### src/rtl/ascii_hex_pkg.sv
// Shared definitions for the ASCII hex entry parser.
// Holds the control-character codes and the parser state encoding.
// No logic; imported by ascii_hex_classify and ascii_hex_parser.
package ascii_hex_pkg;

    localparam logic [7:0] CHAR_CR  = 8'h0D;
    localparam logic [7:0] CHAR_LF  = 8'h0A;
    localparam logic [7:0] CHAR_BS  = 8'h08;
    localparam logic [7:0] CHAR_DEL = 8'h7F;
    localparam logic [7:0] CHAR_ESC = 8'h1B;

    // IDLE: nothing typed; COLLECT: 1..NUM_DIGITS digits held;
    // DISCARD: entry poisoned, waiting for a terminator.
    typedef enum logic [1:0] {
        IDLE    = 2'd0,
        COLLECT = 2'd1,
        DISCARD = 2'd2
    } state_t;

endpackage

### src/rtl/ascii_hex_classify.sv
// Purpose: classify one received ASCII byte into hex digit / terminator / erase / escape.
// Latency: purely combinational, zero cycles.
// Backpressure: none; decodes whatever is on rx_data every cycle.
// Ports: rx_data in; nibble (digit value, only meaningful when is_hex),
//        is_hex, is_term (CR/LF), is_bs (BS/DEL), is_esc out.
//        A byte with all flags low is an invalid character.
module ascii_hex_classify
    import ascii_hex_pkg::*;
(
    input  logic [7:0] rx_data,
    output logic [3:0] nibble,
    output logic       is_hex,
    output logic       is_term,
    output logic       is_bs,
    output logic       is_esc
);

    always_comb begin
        nibble  = 4'h0;
        is_hex  = 1'b0;
        is_term = (rx_data == CHAR_CR) || (rx_data == CHAR_LF);
        is_bs   = (rx_data == CHAR_BS) || (rx_data == CHAR_DEL);
        is_esc  = (rx_data == CHAR_ESC);

        if (rx_data >= 8'h30 && rx_data <= 8'h39) begin
            is_hex = 1'b1;
            nibble = rx_data[3:0];
        end else if ((rx_data >= 8'h41 && rx_data <= 8'h46) ||
                     (rx_data >= 8'h61 && rx_data <= 8'h66)) begin
            // 'A'/'a' have low nibble 1, so +9 yields 0xA..0xF.
            is_hex = 1'b1;
            nibble = rx_data[3:0] + 4'd9;
        end
    end

endmodule

### src/rtl/ascii_hex_parser.sv
// Purpose: build a hex value from typed ASCII characters with erase, escape and error handling.
// Latency: every output responds one cycle after the byte is sampled (all registered).
// Backpressure: none; one byte is consumed in every cycle rx_valid is high.
// Ports: clk, rst (sync active-high); rx_data/rx_valid byte input;
//        entry/digit_cnt live digits for display; value/value_valid last commit;
//        err pulse on invalid char or overflow; busy when not IDLE.
module ascii_hex_parser
    import ascii_hex_pkg::*;
#(
    parameter int NUM_DIGITS = 4
)(
    input  logic                    clk,
    input  logic                    rst,
    input  logic [7:0]              rx_data,
    input  logic                    rx_valid,
    output logic [4*NUM_DIGITS-1:0] entry,
    output logic [3:0]              digit_cnt,
    output logic [4*NUM_DIGITS-1:0] value,
    output logic                    value_valid,
    output logic                    err,
    output logic                    busy
);

    localparam int         ENTRY_W = 4 * NUM_DIGITS;
    localparam logic [3:0] MAX_CNT = 4'(NUM_DIGITS);

    logic [3:0] nibble;
    logic       is_hex;
    logic       is_term;
    logic       is_bs;
    logic       is_esc;

    state_t               state, state_n;
    logic [ENTRY_W-1:0]   entry_n;
    logic [3:0]           cnt_n;
    logic [ENTRY_W-1:0]   value_n;
    logic                 vv_n;
    logic                 err_n;

    ascii_hex_classify u_classify (
        .rx_data (rx_data),
        .nibble  (nibble),
        .is_hex  (is_hex),
        .is_term (is_term),
        .is_bs   (is_bs),
        .is_esc  (is_esc)
    );

    always_ff @(posedge clk) begin
        if (rst) begin
            state       <= IDLE;
            entry       <= '0;
            digit_cnt   <= 4'd0;
            value       <= '0;
            value_valid <= 1'b0;
            err         <= 1'b0;
        end else begin
            state       <= state_n;
            entry       <= entry_n;
            digit_cnt   <= cnt_n;
            value       <= value_n;
            value_valid <= vv_n;
            err         <= err_n;
        end
    end

    always_comb begin
        state_n = state;
        entry_n = entry;
        cnt_n   = digit_cnt;
        value_n = value;
        vv_n    = 1'b0;
        err_n   = 1'b0;

        if (rx_valid) begin
            if (is_esc) begin
                state_n = IDLE;
                entry_n = '0;
                cnt_n   = 4'd0;
            end else begin
                case (state)
                    IDLE, COLLECT: begin
                        if (is_hex) begin
                            if (digit_cnt == MAX_CNT) begin
                                // Overflow poisons the whole entry.
                                err_n   = 1'b1;
                                entry_n = '0;
                                cnt_n   = 4'd0;
                                state_n = DISCARD;
                            end else begin
                                entry_n = (entry << 4) | ENTRY_W'(nibble);
                                cnt_n   = digit_cnt + 4'd1;
                                state_n = COLLECT;
                            end
                        end else if (is_term) begin
                            // A bare terminator in IDLE is ignored so CR LF commits once.
                            if (state == COLLECT) begin
                                value_n = entry;
                                vv_n    = 1'b1;
                                entry_n = '0;
                                cnt_n   = 4'd0;
                                state_n = IDLE;
                            end
                        end else if (is_bs) begin
                            if (state == COLLECT) begin
                                entry_n = entry >> 4;
                                cnt_n   = digit_cnt - 4'd1;
                                if (digit_cnt == 4'd1) begin
                                    state_n = IDLE;
                                end
                            end
                        end else begin
                            err_n   = 1'b1;
                            entry_n = '0;
                            cnt_n   = 4'd0;
                            state_n = DISCARD;
                        end
                    end
                    DISCARD: begin
                        // Only a terminator ends a poisoned entry; everything else is silent.
                        if (is_term) begin
                            state_n = IDLE;
                        end
                    end
                    default: begin
                        state_n = IDLE;
                        entry_n = '0;
                        cnt_n   = 4'd0;
                    end
                endcase
            end
        end
    end

    assign busy = (state != IDLE);

endmodule

### config.mk
export PLATFORM = sky130hd
export DESIGN_NAME = ascii_hex_parser
export DESIGN_NICKNAME = d
export VERILOG_FILES = /design/src/rtl/ascii_hex_pkg.sv /design/src/rtl/ascii_hex_classify.sv /design/src/rtl/ascii_hex_parser.sv
export SDC_FILE = /design/constraint.sdc
export NUM_CORES = 1
export LEC_CHECK = 0
export BUFFER_PORTS_ARGS = -buffer_cell sky130_fd_sc_hd__buf_2
export CAP_MARGIN = 20
export CORE_UTILIZATION = 57
export CTS_BUF_LIST = sky130_fd_sc_hd__clkbuf_16
export CTS_CLUSTER_DIAMETER = 50
export DETAILED_ROUTE_END_ITERATION = 10
export PLACE_DENSITY = 0.86
export SLEW_MARGIN = 10
export SYNTH_ARGS = -nofsm -noshare
export SYNTH_HDL_FRONTEND = slang
export SYNTH_HIERARCHICAL = 1
export SYNTH_SLANG_ARGS = --single-unit
### constraint.sdc
create_clock -name clk -period 5 [get_ports clk]
set_input_delay 0.75 -clock clk [delete_from_list [all_inputs] [get_ports clk]]
set_output_delay 0.75 -clock clk [all_outputs]
set_load 0.03 [all_outputs]
* Word-level counts from Yosys, hierarchy flattened
Index checks and enable logic that the tools add are counted.
Storage, ports and cells: bits in registers 40, bits of input ports 11, output and inout bits 39, word-level logic and storage cells 84
Cells by class: add/sub/neg operators 3, magnitude comparators 6, equal/unequal tests 14, multiplexer cells 35, bitwise operators 6, reduce and logical (&&, ||, !) cells 14
Operator list (number):
- $mux W16 | 7
- $mux W4 | 9
- $pmux W16 S2 | 1
- $eq A8 B4 Y1 const B | 3
- $mux W2 | 9
- $ge A8 B7 Y1 const B | 2
- $le A8 B7 Y1 const B | 2
- $or A16 B4 Y16 | 1
- $ne A5 B5 Y1 const B | 2
- $eq A8 B5 Y1 const B | 1
- $eq A8 B7 Y1 const B | 1
- $ge A8 B6 Y1 const B | 1
- $le A8 B6 Y1 const B | 1
- $pmux W4 S2 | 1
- $mux W1 | 7
- $ne A6 B6 Y1 const B | 1
- $reduce_and A6 Y1 | 1
- $reduce_or A6 Y1 | 1
- $not A1 Y1 | 5
- $reduce_and A5 Y1 | 1
- $add A4 B1 Y4 const B | 1
- $add A4 B4 Y4 const B | 1
- $eq A4 B1 Y1 const B | 1
- $eq A4 B3 Y1 const B | 1
- other kinds (13) | 17

* Logic depth before layout (Yosys ltp)
Gate-level depths: netlist of run 1.
word-level depth 10, mapped depth 10

* Modules after synthesis
The synthesis of run 1 kept the hierarchy.
By module, submodules not included:
- ascii_hex_parser | times used 1, cells each 192, area each 1886.8 um2, seq. area each 800.8 um2
- ascii_hex_classify | times used 1, cells each 34, area each 269.0 um2, seq. area each 0.0 um2

* Worst setup path before layout of run 1
No wires, ideal clock.
kind input -> register, start in rx_data[0], end reg value[4], arrival time 2822 ps, required time 4872 ps, path slack 2051 ps, stages 10, path through inv_1 ha_1 or3b_1 o311ai_2 nand2_1 clkbuf_1 nor3_4 buf_12 mux2i_1 nor2_1
Between the ends: word-level cells in the longest chain between the ends 7, elaborated cells between the ends (all ways) 19, classes of those cells order compare: 6; eq/ne: 3; mux: 2; bitwise: 2; reduce/logical: 6
Ends and longest elaborated chain:
- from (decl) | RTL line ascii_hex_parser.sv:14 | input logic [7:0] rx_data,
- $ge A8 B7 Y1, or another cell as far along | RTL line ascii_hex_classify.sv:28 | end else if ((rx_data >= 8'h41 && rx_data <= 8'h46) ||
- $logic_and A1 B1 Y1, on equally long branches | RTL line ascii_hex_classify.sv:28, ascii_hex_classify.sv:29
- $logic_or A1 B1 Y1 | RTL line ascii_hex_classify.sv:28
- $mux W1 | RTL line ascii_hex_classify.sv:28
- $mux W1 * | RTL line ascii_hex_classify.sv:25 | if (rx_data >= 8'h30 && rx_data <= 8'h39) begin
- named net is_hex | RTL line ascii_hex_parser.sv:28 | logic is_hex;
- $not A1 Y1 (no source line) *
- $reduce_and A6 Y1 (no source line) *
- to (signal assigned) | RTL line ascii_hex_parser.sv:61 | value <= value_n;
- to (decl) | RTL line ascii_hex_parser.sv:18 | output logic [4*NUM_DIGITS-1:0] value,
Mark *: on every way through the listed nets, which the timed path passes. The rest lies on a longest branch. A chain may end at the register's enable or synchronous reset.

* Final worst setup path of run 1
start in rx_data[0], end reg entry[11]
Between the ends: word-level cells in the longest chain between the ends 8, elaborated cells between the ends (all ways) 28, classes of those cells order compare: 6; eq/ne: 8; mux: 7; reduce/logical: 7
Ends and longest elaborated chain:
- $ge A8 B7 Y1, or another cell as far along | RTL line ascii_hex_classify.sv:28
- $logic_and A1 B1 Y1, on equally long branches | RTL line ascii_hex_classify.sv:28, ascii_hex_classify.sv:29
- $logic_or A1 B1 Y1 | RTL line ascii_hex_classify.sv:28
- $mux W1 | RTL line ascii_hex_classify.sv:28
- $mux W1 * | RTL line ascii_hex_classify.sv:25
- named net is_hex | RTL line ascii_hex_parser.sv:28
- $mux W16 | RTL line ascii_hex_parser.sv:83 | if (is_hex) begin
- $pmux W16 S2 | RTL line ascii_hex_parser.sv:81 | case (state)
- $mux W16 | RTL line ascii_hex_parser.sv:76 | if (is_esc) begin
- to (signal assigned) | RTL line ascii_hex_parser.sv:59 | entry <= entry_n;
- to (decl) | RTL line ascii_hex_parser.sv:16 | output logic [4*NUM_DIGITS-1:0] entry,
Marks and branches as above.

==> results of run 1 <==
## critical path, cell delays in order
cell	delay, ns
buf_2	0.12
inv_1	0.15
ha_1	0.22
or3b_1	0.41
o311ai_2	0.12
nand2_1	0.40
or3b_1	0.57
nor2_2	0.48
a22oi_1	0.18
a211oi_2	0.25
## cell families (layout without fill, tap and decap cells)
logic type / after synthesis / count (layout) / synth area share
compound gates: 72 / 72 / 0.268
mux: 17 / 17 / 0.0789
simple gates: 64 / 64 / 0.180
flops: 40 / 40 / 0.371
fa+ha+maj: 7 / 7 / 0.0406
buf+inv: 26 / 69 / 0.0609
## per-layer routing
layer | wire length [um] | track usage | up-vias | part of all wire
met4 | 101 | 0.111 | 0 | 0.021
li1 | - | - | 929 | -
met1 | 2210 | 0.359 | 916 | 0.45
met5 | 0 | 0 | - | 0
met3 | 309 | 0.0525 | 11 | 0.063
met2 | 2270 | 0.388 | 85 | 0.46
## synthesized netlist by cell type, types with 2 or more instances
library cell / number
a32o_1: 2
nand2_1: 6
a211oi_1: 4
inv_1: 11
o31ai_2: 2
ha_1: 7
buf_2: 5
nor3_1: 5
nand3_1: 4
a21oi_1: 20
or3b_1: 3
dfxtp_1: 40
o21ai_0: 6
o21ai_1: 2
a211oi_2: 8
nor2_1: 21
a22oi_1: 12
nand4_1: 6
clkbuf_1: 5
nor2_2: 2
mux2i_1: 17
nor2b_1: 3
## registers in the layout, summed over array words and instances (netlist names)
signal	flops
digit_cnt	4
entry	16
err	1
state	2
value	16
value_valid	1
## report_power, final
part,total [mW],switching [mW],internal [mW]
Combinational,0.108,0.0741,0.0340
Clock,0.309,0.126,0.183
Sequential,0.342,0.0129,0.329
## per-stage QoR
step | std cells | hold WS (ns) | instance area (sq um) | setup WS (ns) | utilization
after floorplan | 226 | 0.507 | 2160 | 2.05 | -
after global placement | 307 | 0.466 | 2370 | 1.44 | 0.684
after detailed placement | 307 | 0.478 | 2370 | 1.34 | 0.684
after CTS | 315 | 0.492 | 2520 | 1.56 | 0.725
after global routing | 315 | 0.516 | 2520 | 1.32 | 0.725
final | 315 | 0.484 | 2520 | 1.53 | 0.725
## final cells by class
type	count	area, sq um	share of cell area
multi-input cells	160	1220	0.486
repair buffers	49	245	0.0975
inverters	12	45.0	0.0179
clock buffers	5	125	0.0497
flip-flops and latches	40	801	0.318
clock inverters	3	18.8	0.00746
well taps	46	57.6	0.0229
## final timing paths
path	endpoint	slack [ns]	start	cells after the start
worst max-delay path	entry[11]	1.53	rx_data[0]	10
worst min-delay path	value[15]	0.48	value[15]	2
worst max register to register	entry[11]	2.74	digit_cnt[0]	6
worst min register to register	value[15]	0.48	value[15]	2
==> results.yml, run 1 <==
synthesis:
  synth_edf_count: 0
  synthCells: 226
  synth_seq_cells: 40
  ys_seq_area_frac: 0.371
  ys.flop_type: "dfxtp_1"
  synth_cell_types: 57
  syn-num-nets: 244
  synth_top_cell_area_share: 0.371
  synth-async-reset-ratio: 0
  syn-cell-area_sq_um: 2160
  synth.largest_area_cell: "dfxtp_1"
  avgSynthCellArea_sq_um: 9.54
  synthTopCellsByArea: "dfxtp_1 37%, mux2i_1 7.9%, a211oi_2 4.6%"
  yosys_warnings: 6
clock_tree:
  cts-root-buf: "clkbuf_16"
  cts.sinks: 40
  worstSkewPairLatency_ns: 0.28
  cts_buffers: 5
  cts_resized: 0
  post_cts_buffers: 0
  cts_hold_repair.buffers: 0
  clk_path_buf_depth: 2
  cts_tree: "built"
  clk_pin_slew_worst_paths_ns: 0.06
  htreeDepth: 2
routing:
  viasPerCell: 6.16
  routed_wl_um: 4890
  postRouteAntennaNets: 0
  post_drt_wl_per_cell_um: 15.5
  drtIter0Drc: 166
  drc: 0
  first_pass_iters: 5
  vias: 1941
global_route:
  grt_pass1_wl_um: 8210
  grt_max_degree: 43
  grt_pass1_vias: 1692
  antenna_found_initial: 0
  grt-ovfl-total: 0
  grtUsageTotal: 0.260
floorplan:
  io_pins: 50
  die_w_um: 63.5
  start_util: 0.622
  core_area_sq_um: 3470
  die-area_sq_um: 4030
  die_h_um: 63.5
  rows: 21
power_and_ir_drop:
  p_per_area_nw_per_um2: 301
  leakage_nw: 1.01
  vdd_drop_max_mv: 0.153
  p_total_uw: 759
layout:
  final_nets: 286
  mostFrequentLayoutCells: "49 x buf_2, 40 x dfxtp_1, 21 x nor2_1, 20 x a21oi_1, 17 x mux2i_1"
  drive_above_1_share: 0.294
  final_common_cell: "buf_2"
  antenna_cells: 0
  n_fill_cell: 281
  area_growth_pct: 16.7
timing:
  hold_violations: 0
  final_max_slew_viol_count: 0
  finalCriticalPeriod_ns: 3.47
  setup_tns_ns: 0
  finalCritPeriodShare: 0.693
  finalSetupViolations: 0
  rsz0062_at_grt: "false"
  fmax_mhz: 288
  max-slew-margin-rel: 0.312
  worst_slew_pin_slew_ns: 1.03
  skew_ns: 0.00146
placement:
  io_buffer_count: 49
  hpwl_um: 3290
  gp_congestion: 0.842
setup_path:
  cp-start-kind: "input port"
  end_kind: "register"
  crit_arrival_ns: 3.66
  worst-path-max-fanout: 14
  worstPathRequired_ns: 5.20
  crit_type: "input port to register"
run_status:
  outcome: "finished, final reports clean"
flow_run:
  cap_violations: 0
worst_hold_path:
  hold_class: "register to register"
No activity file was read; power rests on OpenSTA's default activity.
==> run 2: changes to the inputs <==
--- a/config.mk
+++ b/config.mk
@@ -5,13 +5,14 @@
 export SDC_FILE = /design/constraint.sdc
 export NUM_CORES = 1
 export LEC_CHECK = 0
+export ABC_AREA = 1
 export BUFFER_PORTS_ARGS = -buffer_cell sky130_fd_sc_hd__buf_2
 export CAP_MARGIN = 20
-export CORE_UTILIZATION = 57
+export CORE_UTILIZATION = 55
 export CTS_BUF_LIST = sky130_fd_sc_hd__clkbuf_16
 export CTS_CLUSTER_DIAMETER = 50
 export DETAILED_ROUTE_END_ITERATION = 10
-export PLACE_DENSITY = 0.86
+export PLACE_DENSITY = 0.82
 export SLEW_MARGIN = 10
 export SYNTH_ARGS = -nofsm -noshare
 export SYNTH_HDL_FRONTEND = slang
==> constraint.sdc (replaced) <==
create_clock -name clk -period 3.6 [get_ports clk]
set_input_delay 0.54 -clock clk [delete_from_list [all_inputs] [get_ports clk]]
set_output_delay 0.54 -clock clk [all_outputs]
set_load 0.03 [all_outputs]
==> run 2 against run 1 <==
Synthesized area is 11% higher. Count of clock-buffer cells in the layout stayed put. Via count is 26% higher. Worst setup slack worse by 0.40 ns. Synthesized cell count is 73% higher. Total power is 45% higher. Critical path type unchanged.
==> results.yml, run 2 <==
timing:
  max-slew-margin-rel: 0.373
  fmax_mhz: 405
  setup_tns_ns: 0
  finalCritPeriodShare: 0.686
  skew_ns: 0.00306
  finalSetupViolations: 0
  hold_violations: 0
  final_max_slew_viol_count: 0
  finalCriticalPeriod_ns: 2.47
  worst_slew_pin_slew_ns: 0.939
  rsz0062_at_grt: "false"
  hold_ws_ns: 0.505
clock_tree:
  cts_buffers: 5
  cts-root-buf: "clkbuf_16"
  cts_hold_repair.buffers: 0
  worstSkewPairLatency_ns: 0.28
  clk_path_buf_depth: 2
  cts_tree: "built"
  htreeDepth: 2
  post_cts_buffers: 0
  cts.sinks: 40
  cts_resized: 0
  clk_pin_slew_worst_paths_ns: 0.06
setup_path:
  crit_family: "simple AND/OR/NAND/NOR gates"
  path_cells: "buf_2 > inv_1 > ha_1 > nor2_1 > nand2_1 > nand3_1 > nand2_1 > inv_2 > o21ai_1 > nor2_1 > nor2_2 > nand2_2 > nand2_1 > nand2_1 > nor2_1"
  cp_slowest_cell: "nand2_2"
  timing.critical_path.mode_cell: "nand2_1"
  cp-start-kind: "input port"
  crit_type: "input port to register"
  crit_arrival_ns: 2.68
  max_stage_delay_ns: 0.39
  worst-path-max-fanout: 35
  critical_path_buf_inv_count: 3
  worstPathRequired_ns: 3.81
  end_kind: "register"
global_route:
  antenna_found_initial: 0
  grtUsageTotal: 0.260
  grt-ovfl-total: 0
  grt_max_degree: 36
  grt_pass1_wl_um: 9090
  grt_pass1_vias: 2135
placement:
  hpwl_um: 4000
  gp_congestion: 0.946
  dp.cells: 482
  io_buffer_count: 49
synthesis:
  synthTopCellsByArea: "dfxtp_1 33%, nand2_1 17%, inv_1 11%"
  ys.flop_type: "dfxtp_1"
  synth_top_cell_area_share: 0.334
  ys_seq_area_frac: 0.334
  yosysMostFrequentCell: "nand2_1"
  yosys_warnings: 6
  synth.largest_area_cell: "dfxtp_1"
  synth_edf_count: 0
  synth-async-reset-ratio: 0
  synth_cell_types: 27
  synthCells: 392
  avgSynthCellArea_sq_um: 6.11
  synth_commonest_cells: "111 x nand2_1, 67 x inv_1, 64 x nor2_1, 40 x dfxtp_1, 33 x nand3_1"
  syn-num-nets: 410
  syn-cell-area_sq_um: 2390
  synth_seq_cells: 40
floorplan:
  die_w_um: 68.0
  die_h_um: 68.0
  start_util: 0.586
  io_pins: 50
  core_area_sq_um: 4090
  rows: 23
  die-area_sq_um: 4620
layout:
  drive_above_1_share: 0.180
  antenna_cells: 0
  final_common_cell: "nand2_1"
  final_nets: 457
  mostFrequentLayoutCells: "111 x nand2_1, 68 x inv_1, 64 x nor2_1, 49 x buf_2, 40 x dfxtp_1"
  seqCellArea_sq_um: 801
  multi_input_area_sq_um: 1260
  final_util: 0.684
  reg_top3: "entry (16), value (16), digit_cnt (4)"
  n_fill_cell: 399
  area_growth_pct: 16.8
  stdcell_count: 489
routing:
  drc: 0
  post_drt_wl_per_cell_um: 11.4
  vias: 2454
  drtIter0Drc: 225
  first_pass_iters: 5
  viasPerCell: 5.02
  routed_wl_um: 5550
  postRouteAntennaNets: 0
power_and_ir_drop:
  p_switching_uw: 331
  p_per_area_nw_per_um2: 393
  p_total_mw: 1.10
  seqPwrFrac: 0.434
  switching_share: 0.301
  p_comb_frac: 0.189
  p_int_uw: 769
  clkPwrFrac: 0.377
  vdd_drop_max_mv: 0.261
  leakage_nw: 1.46
run_status:
  outcome: "finished, final reports clean"
flow_run:
  cap_violations: 0
worst_hold_path:
  hold_class: "register to register"
[run 2: stage by stage]
stage,instance area [sq um],worst slack (ns)
4_1_cts,2800,1.20
2_1_floorplan,2390,1.47
5_1_grt,2800,0.839
3_5_place_dp,2660,0.932
6_report,2800,1.13
3_3_place_gp,2660,1.06
[run 2: worst paths after layout]
kind	start	to	slack [ns]	cells after the start
worst max register to register	digit_cnt[0]	entry[11]	1.62	9
worst min register to register	value[5]	value[5]	0.50	4
worst max-delay path	rx_data[0]	entry[1]	1.13	15
worst min-delay path	value[5]	value[5]	0.50	4
[run 2: layout make-up]
type / count / area share
inverter: 73 / 0.0980
clock inverter: 2 / 0.00313
sequential: 40 / 0.286
timing repair buffer: 51 / 0.0931
multi-input combinational: 268 / 0.452
clock buffer: 5 / 0.0447
tap: 50 / 0.0224
[run 2: cells by family after synthesis]
| group | after synthesis | share of synthesized area |
|---|---|---|
| AO/OA/AOI/OAI | 22 | 0.0460 |
| XOR/XNOR | 1 | 0.00366 |
| adder cells (fa/ha/maj) | 7 | 0.0366 |
| buffers and inverters | 84 | 0.137 |
| flip-flops | 40 | 0.334 |
| AND/OR/NAND/NOR | 238 | 0.442 |
[run 2: worst reg2reg max path: cells and delay by family (launching register included)]
kind / cells / cell delay (ns)
AND/OR/NAND/NOR: 6 / 0.85
flip-flops: 1 / 0.44
adder cells (fa/ha/maj): 1 / 0.24
AO/OA/AOI/OAI: 1 / 0.23
buffers and inverters: 1 / 0.16
[run 2: per-layer routing]
| metal | global-route usage | part of all wire | up-vias | routed length, um |
|---|---|---|---|---|
| li1 | - | - | 1284 | - |
| met1 | 0.340 | 0.47 | 1081 | 2600 |
| met2 | 0.430 | 0.47 | 83 | 2590 |
| met3 | 0.0600 | 0.056 | 6 | 309 |
| met4 | 0.0599 | 0.0094 | 0 | 52 |
| met5 | 0 | 0 | - | 0 |
[run 2: power groups by stage]
stage / clock network, mW / logic, mW / registers, mW
final: 0.415 / 0.208 / 0.478
after CTS: 0.416 / 0.205 / 0.477
after global placement: 0 / 0.199 / 0.486
after floorplan: 0 / 0.123 / 0.514
after detailed placement: 0 / 0.204 / 0.487
after global routing: 0.435 / 0.230 / 0.479
==> run 3: changes to the inputs <==
==> constraint.sdc (replaced) <==
create_clock -name clk -period 2.5 [get_ports clk]
set_input_delay 0.375 -clock clk [delete_from_list [all_inputs] [get_ports clk]]
set_output_delay 0.375 -clock clk [all_outputs]
set_load 0.03 [all_outputs]
==> run 3 against run 2 <==
Sequential power increased by 44%. Global-route usage increased by 0.92 points. Hold slack got worse by 0.11 ns. Count of clock-buffer cells in the layout unchanged. Worst setup slack got worse by 0.72 ns. Final area increased by 2.5%. Via count increased by 0.94%. Final cell count increased by 0.82%. Core utilization increased by 1.7 points. Clock power increased by 76%. Total power increased by 57%. First-iteration DRC count decreased by 23%.
==> results.yml, run 3 (synthesis gave the netlist of run 2 again) <==
setup_path:
  path_cells: "buf_2 > inv_1 > ha_1 > nor2_1 > nand2_1 > nand3_1 > nand2_1 > inv_2 > nor2_1 > nand2_1 > o21ai_0 > nor2_1 > nor2_1"
  worstPathRequired_ns: 2.72
  crit_arrival_ns: 2.30
  crit_family: "simple AND/OR/NAND/NOR gates"
  critical_path_buf_inv_count: 3
  end_kind: "register"
  max_stage_delay_ns: 0.30
  timing.critical_path.mode_cell: "nor2_1"
  worst-path-max-fanout: 10
  cp_slowest_cell: "nand2_1"
  cp-start-kind: "input port"
  crit_type: "input port to register"
flow_run:
  cap_violations: 0
floorplan:
  core_area_sq_um: 4090
  die_h_um: 68.0
  die_w_um: 68.0
  rows: 23
  io_pins: 50
  start_util: 0.586
  die-area_sq_um: 4620
routing:
  routed_wl_um: 5640
  viasPerCell: 5.02
  first_pass_iters: 4
  drtIter0Drc: 174
  postRouteAntennaNets: 0
  drc: 0
  vias: 2477
  post_drt_wl_per_cell_um: 11.4
global_route:
  grtUsageTotal: 0.269
  grt-ovfl-total: 0
  grt_pass1_vias: 2195
  grt_pass1_wl_um: 9490
  antenna_found_initial: 0
  grt_max_degree: 33
layout:
  reg_top3: "entry (16), value (16), digit_cnt (4)"
  antenna_cells: 0
  final_common_cell: "nand2_1"
  drive_above_1_share: 0.187
  stdcell_count: 493
  n_fill_cell: 372
  final_nets: 460
  mostFrequentLayoutCells: "111 x nand2_1, 67 x inv_1, 64 x nor2_1, 49 x buf_2, 40 x dfxtp_1"
  final_cell_area_sq_um: 2870
  area_growth_pct: 19.6
clock_tree:
  cts-root-buf: "clkbuf_16"
  htreeDepth: 2
  cts.sinks: 40
  clk_pin_slew_worst_paths_ns: 0.06
  cts_buffers: 5
  worstSkewPairLatency_ns: 0.28
  cts_hold_repair.buffers: 0
  clk_path_buf_depth: 2
  cts_resized: 0
  cts_tree: "built"
  post_cts_buffers: 0
timing:
  skew_ns: 0.00545
  worst_slew_pin_slew_ns: 0.493
  rsz0062_at_grt: "false"
  hold_ws_ns: 0.390
  finalSetupViolations: 0
  setup_ws_ns: 0.414
  finalCritPeriodShare: 0.834
  hold_violations: 0
  finalCriticalPeriod_ns: 2.09
  max-slew-margin-rel: 0.669
  fmax_mhz: 479
  setup_tns_ns: 0
  final_max_slew_viol_count: 0
placement:
  placed_cell_area_sq_um: 2700
  hpwl_um: 4130
  dp.cells: 485
  post-place-ws_ns: 0.158
  io_buffer_count: 49
  gp_congestion: 0.927
worst_hold_path:
  hold_class: "input port to register"
run_status:
  outcome: "finished, final reports clean"
power_and_ir_drop:
  leakage_nw: 1.49
  vdd_drop_max_mv: 0.334
  p_per_area_nw_per_um2: 603
run 3: layout make-up:
type                            instances  area [sq um]  area share
Tap cell                               50          62.6      0.0218
Clock inverter                          3          42.5      0.0148
Multi-Input combinational cell        268          1260       0.441
Inverter                               73           274      0.0956
Clock buffer                            5           125      0.0437
Sequential cell                        40           801       0.279
Timing Repair Buffer                   54           295       0.103
run 3: per-stage QoR:
stage | util | total power, mW
finish | 0.701 | 1.73
global route | 0.701 | 1.79
CTS | 0.701 | 1.73
detailed placement | 0.660 | 1.01
global placement | 0.660 | 1.00
floorplan | - | 0.917
run 3: metal layers:
metal,wire (um),share of wire,up-vias,GRT usage
met5,0,0,-,0
met4,76,0.013,0,0.0990
met3,339,0.060,7,0.0450
met2,2620,0.46,86,0.462
met1,2610,0.46,1093,0.334
li1,-,-,1291,-
run 3: final timing paths:
| check | slack (ns) | startpoint | cells past startpoint | end |
|---|---|---|---|---|
| worst max register to register | 0.46 | digit_cnt[0] | 9 | entry[8] |
| worst min register to register | 0.50 | value[13] | 4 | value[13] |
| worst min-delay path | 0.39 | rst | 2 | entry[12] |
| worst max-delay path | 0.41 | rx_data[0] | 13 | entry[8] |
run 3: power by group:
group | total, mW | switching (mW) | leakage, nW | internal, mW
logic | 0.309 | 0.215 | 1.09 | 0.0942
registers | 0.688 | 0.0240 | 0.326 | 0.664
clock network | 0.732 | 0.263 | 0.0814 | 0.469
total | 1.73 | 0.502 | 1.49 | 1.23
